==> src/rtl/sram_port_arbiter.sv <==
// Arbitrates one single-port SRAM between instruction fetch (IF) and the MEM stage.
// MEM wins ties unless IF has lost STARVE_MAX ties in a row; responses return one cycle after grant.
module sram_port_arbiter #(
  parameter int ADDR_W     = 32,
  parameter int DATA_W     = 32,
  parameter int STARVE_MAX = 3,
  localparam int CNT_W     = $clog2(STARVE_MAX + 1)
) (
  input  logic              clk,
  input  logic              reset,
  input  logic              if_req,
  input  logic [ADDR_W-1:0] if_addr,
  output logic              if_gnt,
  output logic              if_valid,
  output logic [DATA_W-1:0] if_rdata,
  input  logic              mem_req,
  input  logic [3:0]        mem_wen,
  input  logic [ADDR_W-1:0] mem_addr,
  input  logic [DATA_W-1:0] mem_wdata,
  output logic              mem_gnt,
  output logic              mem_valid,
  output logic [DATA_W-1:0] mem_rdata,
  output logic              sram_en,
  output logic [3:0]        sram_wen,
  output logic [ADDR_W-1:0] sram_addr,
  output logic [DATA_W-1:0] sram_wdata,
  input  logic [DATA_W-1:0] sram_rdata,
  output logic [1:0]        dbg_resp_owner,
  output logic [CNT_W-1:0]  dbg_starve_cnt
);

  // Handshake: a requester holds req and its payload until it sees gnt; the access
  // is issued in the gnt cycle and completes with a one-cycle valid pulse on the next edge.
  typedef enum logic [1:0] {
    OWN_NONE = 2'd0,
    OWN_IF   = 2'd1,
    OWN_MEM  = 2'd2
  } owner_t;

  owner_t           resp_owner, resp_owner_nxt;
  logic             resp_is_wr, resp_is_wr_nxt;
  logic [CNT_W-1:0] starve_cnt, starve_cnt_nxt;
  logic             starved;

  // Grants are blanked during reset so nothing reaches the SRAM.
  always_comb begin
    starved = (starve_cnt == CNT_W'(STARVE_MAX));
    if_gnt  = 1'b0;
    mem_gnt = 1'b0;
    if (!reset) begin
      if (mem_req && !(if_req && starved)) mem_gnt = 1'b1;
      else if (if_req)                     if_gnt  = 1'b1;
    end
  end

  always_comb begin
    sram_en    = if_gnt | mem_gnt;
    sram_wen   = mem_gnt ? mem_wen : 4'b0000;
    sram_wdata = mem_gnt ? mem_wdata : '0;
    if (mem_gnt)     sram_addr = mem_addr;
    else if (if_gnt) sram_addr = if_addr;
    else             sram_addr = '0;
  end

  // MEM only beats a waiting IF while not starved, so the counter cannot pass STARVE_MAX.
  always_comb begin
    resp_owner_nxt = OWN_NONE;
    resp_is_wr_nxt = 1'b0;
    starve_cnt_nxt = starve_cnt;
    if (mem_gnt) begin
      resp_owner_nxt = OWN_MEM;
      resp_is_wr_nxt = (mem_wen != 4'b0000);
      if (if_req && !starved) starve_cnt_nxt = starve_cnt + 1'b1;
    end else if (if_gnt) begin
      resp_owner_nxt = OWN_IF;
      starve_cnt_nxt = '0;
    end
  end

  always_ff @(posedge clk or posedge reset) begin
    if (reset) begin
      resp_owner <= OWN_NONE;
      resp_is_wr <= 1'b0;
      starve_cnt <= '0;
    end else begin
      resp_owner <= resp_owner_nxt;
      resp_is_wr <= resp_is_wr_nxt;
      starve_cnt <= starve_cnt_nxt;
    end
  end

  always_comb begin
    if_valid       = (resp_owner == OWN_IF);
    mem_valid      = (resp_owner == OWN_MEM);
    if_rdata       = if_valid ? sram_rdata : '0;
    mem_rdata      = (mem_valid && !resp_is_wr) ? sram_rdata : '0;
    dbg_resp_owner = resp_owner;
    dbg_starve_cnt = starve_cnt;
  end

endmodule

==> config.mk <==
export PLATFORM = sky130hd
export DESIGN_NAME = sram_port_arbiter
export DESIGN_NICKNAME = d
export VERILOG_FILES = /design/src/rtl/sram_port_arbiter.sv
export SDC_FILE = /design/constraint.sdc
export NUM_CORES = 1
export LEC_CHECK = 0
export ABC_CLOCK_PERIOD_IN_PS = 1900
export CAP_MARGIN = 20
export CORE_AREA = 10 10 99 101
export DETAILED_ROUTE_END_ITERATION = 10
export DIE_AREA = 0 0 109 111
export DONT_BUFFER_PORTS = 1
export PLACE_DENSITY = 0.33
export SLEW_MARGIN = 20
export SYNTH_ARGS = -nofsm -noshare
export SYNTH_HDL_FRONTEND = slang
export SYNTH_SLANG_ARGS = --single-unit
export TNS_END_PERCENT = 100
==> constraint.sdc <==
create_clock -name clk -period 1.9 [get_ports clk]
set_clock_uncertainty 0.1 [all_clocks]
set_input_delay 0.38 -clock clk [delete_from_list [all_inputs] [get_ports clk]]
set_output_delay 0.38 -clock clk [all_outputs]
set_load 0.1 [all_outputs]
Yosys cells after proc, flatten, opt, wreduce, memory -nomap -nowiden. Index checks and enable logic that the tools add are counted. W data, S select, Z words.

Flip-flop bits (word level): 5. Logic and storage cells: 36. Input bits: 136. Output and inout bits: 141.

$add $sub $neg: 1. Multiplexer cells: 17. Equal/unequal tests: 4. Reductions and logical operators: 10. Bitwise operators: 1.

Operators with widths (count): $mux W32 (5); $mux W2 (4); $mux W1 (7); $eq A2 B2 Y1 const B (2); $logic_and A1 B1 Y1 (4); $mux W4 (1); $reduce_bool A4 Y1 (1); $logic_not A1 Y1 (3); $add A2 B1 Y2 const B (1); $eq A2 B1 Y1 const B (1); $ne A2 B1 Y1 const B (1); $reduce_and A2 Y1 (1); $reduce_bool A2 Y1 (1); $or A1 B1 Y1 (1).

Depth between registers and ports, before layout.
Word-level depth: 8. Gate-level depth with buffers: 5. Mapped depth without buffers: 4.

Worst setup path after synthesis. No wires, ideal clock.

Kind: register to output. Start point: register resp_owner[1] (netlist: dbg_resp_owner[1]). End point: output mem_rdata[10]. Slack: -2274 ps. Data required time: 1420 ps. Stages on the path, launching flop included: 5. Buffers on the path: 1. Arrival time: 3694 ps. Cell sequence: dfrtp_1 -> nor2b_1 -> and2b_1 -> clkbuf_1 -> and2_1.

Longest elaborated chain between the ends: 3.

RTL lines: start: declaration (line 40) `owner_t resp_owner, resp_owner_nxt;`; start signal: assignment (line 86) `resp_owner <= resp_owner_nxt;`; $eq A2 B2 Y1 (line 94) `mem_valid = (resp_owner == OWN_MEM);`; net mem_valid (line 21) `output logic mem_valid,`; $logic_and A1 B1 Y1 (line 96) `mem_rdata = (mem_valid && !resp_is_wr) ? sram_rdata : '0;`; $mux W32 (line 96); end: declaration (line 22) `output logic [DATA_W-1:0] mem_rdata,`.

The timed path passes the listed nets, and every way through them passes these cells.

Final worst setup path.
Start point: register starve_cnt[1] (netlist: dbg_starve_cnt[1]). End point: output sram_addr[9].

Longest elaborated chain between the ends: 8. Elaborated cells between the ends (all ways): 10. Those cells by class: 1 x eq/ne; 6 x mux; 3 x reduce/logical.

RTL lines: start: declaration (line 42) `logic [CNT_W-1:0] starve_cnt, starve_cnt_nxt;`; start signal: assignment (line 88) `starve_cnt <= starve_cnt_nxt;`; $eq A2 B2 Y1 * (line 47) `starved = (starve_cnt == CNT_W'(STARVE_MAX));`; $logic_and A1 B1 Y1 * (line 51) `if (mem_req && !(if_req && starved)) mem_gnt = 1'b1;`; $logic_not A1 Y1 * (line 51); $logic_and A1 B1 Y1 * (line 51); $mux W1 (line 51); $mux W1 (line 50) `if (!reset) begin`; $mux W32 (line 61) `else if (if_gnt) sram_addr = if_addr;`; $mux W32 * (line 60) `if (mem_gnt) sram_addr = mem_addr;`; end: declaration (line 25) `output logic [ADDR_W-1:0] sram_addr,`.

Every way passes the cells marked *; elsewhere a longest branch is shown, timed or not.

==> qor.csv <==
metric,value,unit
drt-vias-per-instance,4.70,
setup_violations,135,
clk_pin_slew,0.04,ns
synth_area,1240,sq um
dominantRegCellSynth,dfrtp_1,
drc,0,
slew_headroom,0.613,
row_count,33,
synth_edf_count,0,
dr.first_iter.drc_count,50,
violations,setup timing,
syn_nets,309,
highest_layer,met4,
cts_tree,yes,
cts.sinks,5,
synth-async-reset-ratio,1.00,
grt_overflow,0,
synth-seq-cells,5,
grt_pass1_wl,13.6,mm
gp_congestion,0.732,
slowest_stage,dfrtp_4,
finalWorstSetupSlack,-0.563,ns
crit_arrival,1.98,ns
end_kind,output port,
grt_pass1_vias,2024,
power.density,596,nW/um^2
first_pass_iters,4,
cp.required,1.42,ns
yosysTopAreaCellShare,0.506,
r2r_slack,-0.09,ns
drive_above_1_share,0.946,
rr_worst_depth,8,
grt_max_degree,22,
power.total,0.00215,W
min_from,mem_wen[3],
synth_cells,172,
met1_length,2.74,mm
worst_path_largest_cell_delay,0.48,ns
cts_root_buf,clkbuf_8,
ant_nets,0,
die_y,111,um
clockBufferDepth,2,
cap_violations,0,
cp_cell_sequence,"ha_4, buf_6, a211oi_4, buf_4, buf_16, a22o_4",
ir_drop,0.317,mV
post-route-min-period,2.46,ns
path_max_fanout,18,
maxSlewViolCount,0,
hold-worst-slack,0.212,ns
reg2reg_to,resp_is_wr,
fmax,0.406,GHz
ys_types,20,
hold_viol,0,
wl_per_cell,26.7,um
hold_path_class,in -> reg,
start_util,0.155,
finalCritPeriodShare,1.30,
fin_nets,398,
path_class,reg -> out,
htreeDepth,1,
nFillCells,716,
via_count,1715,
wl,9.75,mm
p_leak,1.62,nW
numPortBuffers,0,
whs_endpoint,resp_is_wr,
r2r_start,dbg_starve_cnt[1],
final_util,0.452,
antenna_found_initial,0,
die_area,12100,sq um
die_x,109,um
wl_met3,1.45,mm
ys_seq_area_frac,0.101,
core_area,7970,sq um
ys_top_cells_by_area,"and2_1 (51%), a22o_1 (23%), dfrtp_1 (10%)",
rsz0062_at_grt,true,
track_usage,0.143,
antenna_cells,0,
cts_made_buffers,3,
ios,277,
area_growth,192,%
worstMarginPinSlew,0.580,ns
min_path_cells,1,
status,"finished, violations left",
yosysTopAreaCell,and2_1,
insertion_delay,0.23,ns
hpwl,7.68,mm
start_kind,flop,
wl_met2,5.50,mm
postSynthAreaPerCell,7.19,sq um
synth-warning-count,0,
## what timing repair did
action                                  4_1_cts  5_1_grt
pin swaps                                    44       15
endpoints found under the hold margin         5        0
hold buffers                                  1        0
endpoints found under the setup margin      133      135
resized for setup                            35       11
cloned                                        9        4
buffers inserted                             17        4
## flip-flops by register name, summed over array words and instances (netlist names)
| register | flops |
|---|---|
| dbg_resp_owner | 2 |
| dbg_starve_cnt | 2 |
| resp_is_wr | 1 |
## cell families (layout without fill, tap and decap cells)
group	Yosys count	count (layout)	share of synthesized area
AO/OA/AOI/OAI	36	36	0.262
adder cells (fa/ha/maj)	1	1	0.0101
buffers and inverters	18	104	0.0688
flip-flops	5	5	0.101
AND/OR/NAND/NOR	112	114	0.558
## layer usage
metal | vias up | GRT usage
met5 | - | 0
met4 | 0 | 0.0290
met3 | 6 | 0.0698
met2 | 152 | 0.289
met1 | 806 | 0.116
li1 | 751 | -
## power breakdown
part           switching (W)  internal (W)
logic                0.00127      0.000525
registers          0.0000113      0.000126
clock network      0.0000665      0.000145
## cells in the mapped netlist (2+ instances only)
library cell and instances:
dfrtp_1 5, and2_1 100, inv_1 2, nor2b_1 3
nor2_1 3, nand2_1 2, clkbuf_1 8, buf_2 4
buf_4 3, a22o_1 32
## worst max-delay path: cells and delay by family (launching register included)
| kind | cells | cell delay [ns] |
|---|---|---|
| AO/OA/AOI/OAI | 2 | 0.61 |
| flip-flops | 1 | 0.48 |
| buffers and inverters | 3 | 0.47 |
| adder cells (fa/ha/maj) | 1 | 0.18 |
## final cells by class
cell class,count,area [sq um],share of cell area
Timing Repair Buffer,98,1700,0.471
Multi-Input combinational cell,151,1580,0.439
Sequential cell,5,140,0.0389
Tap cell,105,131,0.0364
Clock buffer,4,45.0,0.0125
Inverter,2,7.51,0.00208
## layout by cell type, fill, tap and decap left out, drive strengths merged
| master | netlist | final |
|---|---|---|
| clkbuf | 9 | 7 |
| nor4 | 1 | 1 |
| o21ai | 1 | 1 |
| o41a | 1 | 1 |
| nor2b | 3 | 3 |
| and2b | 1 | 1 |
| inv | 2 | 2 |
| and2 | 100 | 100 |
| nand2b | 1 | 1 |
| a22o | 32 | 32 |
| a21o | 1 | 1 |
| nor2 | 4 | 6 |
| ha | 1 | 1 |
| buf | 7 | 94 |
| dfrtp | 5 | 5 |
| nand2 | 2 | 2 |
| dlygate4sd3 | 0 | 1 |
| a211oi | 1 | 1 |
## through the flow
step	area, sq um	TNS [ns]	worst slack (ns)	cells
after CTS	3600	-44.49	-0.532	364
after global routing	3600	-49.64	-0.596	365
after global placement	3090	-22.11	-0.395	333
final	3600	-44.32	-0.563	365
after detailed placement	3090	-27.31	-0.520	333
after floorplan	1830	-50.44	-0.558	172
## worst max path at each step
stage | slack, ns | depth (start not counted) | from | to
2_1_floorplan | -0.56 | 4 | dbg_resp_owner[1] | mem_rdata[10]
3_3_place_gp | -0.40 | 5 | dbg_starve_cnt[1] | sram_addr[4]
3_5_place_dp | -0.52 | 5 | dbg_starve_cnt[1] | sram_addr[4]
4_1_cts | -0.53 | 6 | dbg_starve_cnt[1] | sram_addr[11]
5_1_grt | -0.60 | 6 | dbg_starve_cnt[1] | sram_addr[11]
6_report | -0.56 | 6 | dbg_starve_cnt[1] | sram_addr[9]
Note: power is estimated with default switching activity, not from simulation.
